### config.mk
export PLATFORM = sky130hd
export DESIGN_NAME = wb_arb
export DESIGN_NICKNAME = d
export VERILOG_FILES = /design/src/rtl/wb_arb.sv
export SDC_FILE = /design/constraint.sdc
export NUM_CORES = 1
export LEC_CHECK = 0
export ABC_AREA = 1
export CAP_MARGIN = 40
export CORE_AREA = 2 2 241 243
export CTS_BUF_LIST = sky130_fd_sc_hd__clkbuf_4 sky130_fd_sc_hd__clkbuf_8
export DETAILED_ROUTE_END_ITERATION = 12
export DIE_AREA = 0 0 243 245
export PLACE_DENSITY = 0.3
export SETUP_SLACK_MARGIN = 0.1
export SLEW_MARGIN = 0
export SYNTH_ARGS = -nofsm -noshare
export SYNTH_HDL_FRONTEND = slang
export SYNTH_SLANG_ARGS = --single-unit
### constraint.sdc
create_clock -name clk -period 4.3 [get_ports clk]
set_clock_uncertainty 0.2 [all_clocks]
set_input_delay 0.43 -clock clk [delete_from_list [all_inputs] [get_ports clk]]
set_output_delay 0.43 -clock clk [all_outputs]
set_load 0.05 [all_outputs]
### src/rtl/wb_arb.sv
// wb_arb: writeback arbiter and retire counter.
//   Collects results from NSRC execution pipes and routes up to NWP register
//   writes per cycle onto the register-file write ports. Sources that do not
//   write a register (wb_en=0 or dst=x0) retire without using a port.
// Ports:
//   clk, rst (async, active low)
//   src_valid/src_wb_en/src_dst/src_result/src_pc : per-source result bus
//   src_ready        : per-source accept (always 1 for non-stallable sources)
//   rf_wen/rf_wdst/rf_wdata : register-file write ports (port k = k-th grant)
//   wb_trap_instret  : number of instructions retired in the previous cycle
//   wb_conflict      : a stallable write was held back by a same-cycle dst clash
module wb_arb #(
   parameter int unsigned     XLEN         = 64,
   parameter int unsigned     NSRC         = 4,
   parameter int unsigned     NWP          = 1,
   parameter bit              RR_EN        = 1'b0,
   parameter logic [NSRC-1:0] NOSTALL_MASK = {{(NSRC-1){1'b0}}, 1'b1}
) (
   input  logic                       clk,
   input  logic                       rst,
   input  logic [NSRC-1:0]            src_valid,
   input  logic [NSRC-1:0]            src_wb_en,
   input  logic [NSRC*5-1:0]          src_dst,
   input  logic [NSRC*XLEN-1:0]       src_result,
   input  logic [NSRC*XLEN-1:0]       src_pc,
   output logic [NSRC-1:0]            src_ready,
   output logic [NWP-1:0]             rf_wen,
   output logic [NWP*5-1:0]           rf_wdst,
   output logic [NWP*XLEN-1:0]        rf_wdata,
   output logic [$clog2(NSRC+1)-1:0]  wb_trap_instret,
   output logic                       wb_conflict
);

   localparam int unsigned CW = $clog2(NSRC+1);
   localparam int unsigned PW = $clog2(NSRC);

   logic [PW-1:0]          rr_ptr_q, rr_ptr_d;
   logic [CW-1:0]          instret_q, instret_d;
   logic [NSRC-1:0]        held_q, held_d;
   logic [NSRC-1:0]        wb_en_q;
   logic [NSRC*5-1:0]      dst_q;
   logic [NSRC*XLEN-1:0]   result_q;
   logic [NSRC*XLEN-1:0]   pc_q;

   logic [NSRC-1:0]        wreq, rwb, gnt, conf;
   logic [NWP-1:0]         wen;
   logic [NWP*5-1:0]       wdst;
   logic [NWP*XLEN-1:0]    wdata;
   logic                   last_vld;
   logic [PW-1:0]          last_idx;

   // Single-pass grant. Scan positions 0..NSRC-1 visit non-stallable sources
   // in index order; positions NSRC..2*NSRC-1 visit stallable sources, either
   // in index order or rotated to start at rr_ptr.
   always_comb begin : arb
      int unsigned ng;
      int unsigned idx;
      logic        ns_pass;
      logic        hit;
      wreq     = '0;
      rwb      = '0;
      gnt      = '0;
      conf     = '0;
      wen      = '0;
      wdst     = '0;
      wdata    = '0;
      last_vld = 1'b0;
      last_idx = '0;
      ng       = 0;
      idx      = 0;
      ns_pass  = 1'b0;
      hit      = 1'b0;
      for (int unsigned i = 0; i < NSRC; i++) begin
         wreq[i] = src_valid[i] && src_wb_en[i] && (src_dst[5*i +: 5] != 5'd0);
         rwb[i]  = src_valid[i] && !wreq[i];
      end
      for (int unsigned p = 0; p < 2*NSRC; p++) begin
         ns_pass = (p < NSRC);
         if (ns_pass || !RR_EN) idx = p % NSRC;
         else                   idx = (32'(rr_ptr_q) + p) % NSRC;
         if (wreq[idx] && (NOSTALL_MASK[idx] == ns_pass) && (ng < NWP)) begin
            hit = 1'b0;
            for (int unsigned k = 0; k < NWP; k++) begin
               if ((k < ng) && (wdst[5*k +: 5] == src_dst[5*idx +: 5])) hit = 1'b1;
            end
            if (hit) begin
               conf[idx] = 1'b1;
            end else begin
               gnt[idx]               = 1'b1;
               wen[ng]                = 1'b1;
               wdst[5*ng +: 5]        = src_dst[5*idx +: 5];
               wdata[XLEN*ng +: XLEN] = src_result[XLEN*idx +: XLEN];
               ng                     = ng + 1;
               if (!ns_pass) begin
                  last_vld = 1'b1;
                  last_idx = PW'(idx);
               end
            end
         end
      end
   end

   always_comb begin : outs
      // While in reset the pipes are flushing: accept everything, write nothing.
      src_ready       = rst ? (~src_valid | gnt | rwb) : '1;
      rf_wen          = rst ? wen : '0;
      rf_wdst         = wdst;
      rf_wdata        = wdata;
      wb_conflict     = rst && (|(conf & ~NOSTALL_MASK));
      wb_trap_instret = instret_q;
      rr_ptr_d        = last_vld ? PW'((32'(last_idx) + 32'd1) % NSRC) : rr_ptr_q;
      held_d          = wreq & ~gnt & ~NOSTALL_MASK;
      instret_d       = '0;
      for (int unsigned i = 0; i < NSRC; i++) begin
         if (src_valid[i] && src_ready[i]) instret_d = instret_d + CW'(1);
      end
   end

   always_ff @(posedge clk or negedge rst) begin
      if (!rst) begin
         rr_ptr_q  <= '0;
         instret_q <= '0;
         held_q    <= '0;
         wb_en_q   <= '0;
         dst_q     <= '0;
         result_q  <= '0;
         pc_q      <= '0;
      end else begin
         // A source stalled last cycle must present the same transaction again.
         for (int unsigned i = 0; i < NSRC; i++) begin
            if (held_q[i]) begin
               assert (src_valid[i] && src_wb_en[i] &&
                       (src_dst[5*i +: 5] == dst_q[5*i +: 5]) &&
                       (src_result[XLEN*i +: XLEN] == result_q[XLEN*i +: XLEN]) &&
                       (src_pc[XLEN*i +: XLEN] == pc_q[XLEN*i +: XLEN]));
            end
         end
         // Non-stallable writes cannot be refused (too many, or dst clash).
         assert ((wreq & NOSTALL_MASK & ~gnt) == '0);
         rr_ptr_q  <= rr_ptr_d;
         instret_q <= instret_d;
         held_q    <= held_d;
         wb_en_q   <= src_wb_en;
         dst_q     <= src_dst;
         result_q  <= src_result;
         pc_q      <= src_pc;
      end
   end

endmodule

==> flow_summary.toml <==
[outcome]
status = "finished clean"

[worst_setup_path]
worst_ep_arrival_time_ns = 3.33
cp.required_ns = 3.67
critPathLaunch = "src_dst[2]"
slowest_stage = "clkdlybuf4s50_1"
crit_fanout = 36
cp-start-kind = "primary input"
path_common_cell = "nand2_1"
crit_type = "primary input to output port"
end_kind = "output port"
slowest_delay_ns = 0.58
crit_chain = "clkdlybuf4s50_1 -> nor2_1 -> nand3b_1 -> nand2_2 -> nand3_4 -> inv_1 -> ha_1 -> ha_1 -> a21oi_1 -> nand2_1 -> nor2_2 -> nand2_2 -> nand2_8 -> nor2_8 -> buf_12 -> nand2_1 -> nand2_1 -> buf_12"

[floorplan]
die_w_um = 243
start_util_pct = 5.070
std_cell_rows = 88
die_h_um = 245
io_pins = 620
die-area_mm2 = 0.05954
core-area_mm2 = 0.05703

[route]
routedWlPerCell_um = 15.63
vias = 5281
dr.pass1.iters = 6
drtIter0Drc = 206
drcViolationCount = 0
ant_nets = 0
vias_per_cell = 3.105
routed_wl_um = 26580

[clock_tree]
post_cts_buffers = 0
cts_buffers = 3
clockBufferDepth = 2
cts_hold_buf = 0
clockRootBuffer = "clkbuf_8"
cts_tree = "done"
numClockSinks = 3
htree_levels = 1
clk_pin_slew_ns = 0.03
ctsResizeCount = 0

[logic_synthesis]
synth_edf_count = 0
yosysWarnings = 0
synth_top_family_by_area = "simple AND/OR/NAND/NOR gates"
synthAdderAreaFrac_pct = 3.462
synth_ff_type = "dfrtp_1"
synth-simple-area-share_pct = 50.15
synth_xor_area_share_pct = 0.9087
ys_ff_latch = 3
yosysUniqueCellTypes = 34
async_reset_ff_share_pct = 100.0
synth_compound_area_share_pct = 24.71
synthMuxAreaShare_pct = 0
ys_seq_area_share_pct = 2.596
syn_avg_cell_area_um2 = 5.003
syn_area_mm2 = 0.002892
syn_inst = 578

[final_layout]
drive_gt1_share_pct = 12.30
final_area_mm2 = 0.008289
syn_to_final_growth_pct = 186.7
final_cell_mix = "clkdlybuf4s50_1, nand2_1, inv_1, nor2_1, buf_12"
largest_reg_flops = 3
nNetsFinal = 1486
final_common_cell = "clkdlybuf4s50_1"

[sta]
tightestPinTransition_ns = 0.7725
finalHoldViolations = 0
fin_crit_ns = 3.962
drv_slew = 0
finalSetupViolations = 0
tns_ns = 0
slew-limit-headroom_pct = 48.50
fmax_mhz = 252.4
layout_worst_path_cycle_share_pct = 92.14
worst_slack_ns = 0.3378
rsz0062_at_grt = "no"

[pwr]
power.density_mw_per_mm2 = 153.8
cellLeakagePower_nw = 3.551
vdd_drop_max_v = 0.00007993

[placement]
io_buffers = 362
place_congestion = 0.7923
pre_cts_ws_ns = 0.2507
dp_hpwl_um = 22880
dpl_cell_area_mm2 = 0.008224

[global_route]
first_global_vias = 5533
gr-usage-all-layers_pct = 8.490
antenna_found_initial = 2
grt-ovfl-total = 0
grt_max_degree = 65
grt_pass1_wl_um = 37470

[hold_path]
hp-class = "primary input to asynchronous set/reset pin"

[job]
maxCapViolCount = 0
[power breakdown]
part | switching (mW) | leakage [nW] | internal (mW)
sequential | 0.00117 | 0.0375 | 0.0326
clock | 0.0190 | 0.0262 | 0.0695
combinational | 0.579 | 3.49 | 0.573
total | 0.599 | 3.55 | 0.676
[routing by layer]
layer  global-route usage, %  wire [um]  vias to the layer above
li1                        -          -                     2612
met1                   10.74      11640                     2348
met2                   14.08      12000                      303
met3                   2.843       2511                       16
met4                   1.534        420                        2
met5                       0         10                        -
[path summary, 6_finish.rpt]
check	cells past startpoint	slack (ns)	endpoint
min in group clk	3	0.77	wb_trap_instret[2]
worst min-delay path	1	0.30	wb_trap_instret[0]
max in group asynchronous	1	3.34	wb_trap_instret[2]
worst max-delay path	18	0.34	rf_wdata[61]
[logic make-up after synthesis]
| kind of cell | after synthesis |
|---|---|
| AOI/OAI and AO/OA | 91 |
| adders and majority gates | 8 |
| DFF | 3 |
| buffers and inverters | 123 |
| and+or+nand+nor | 348 |
| xor gates and xnor gates | 3 |
| other | 2 |
[Yosys cell counts (5+ instances only)]
master,number,area [um2]
a221oi_1,64,560.5
buf_6,7,78.83
clkbuf_1,20,75.07
ha_1,8,100.1
inv_1,87,326.6
nand2_1,206,773.2
nand3_1,30,150.1
nand4_1,8,50.05
nor2_1,83,311.6
nor3_1,5,25.02
o21ai_0,15,75.07
[critical path: cells and delay by family]
kind                     cells  cell delay (ns)
AND/OR/NAND/NOR             11             1.23
AO/OA/AOI/OAI                1             0.13
adder cells (fa/ha/maj)      2             0.46
buffers and inverters        4             1.04
[stage by stage]
| stage | std cells | power [mW] | utilization, % | hold WS, ns |
|---|---|---|---|---|
| finish | 1701 | 1.275 | 14.53 | 0.3001 |
| global route | 1700 | 1.353 | 14.53 | 0.3109 |
| CTS | 1700 | 1.293 | 14.51 | 0.3030 |
| detailed placement | 1696 | 1.199 | 14.42 | 0.5336 |
| global placement | 1695 | 1.199 | 14.37 | 0.5214 |
| floorplan | 582 | 0.5108 | - | -0.06559 |
[final cells by class]
cell class,count,area (um2)
Fill cell,6709,48750
Timing Repair Buffer,381,4529
Multi-Input combinational cell,456,2335
Tap cell,765,957.2
Inverter,91,341.6
Sequential cell,3,75.07
Clock buffer,4,48.80
Antenna cell,1,2.502
(Power assumes the default switching activity.)
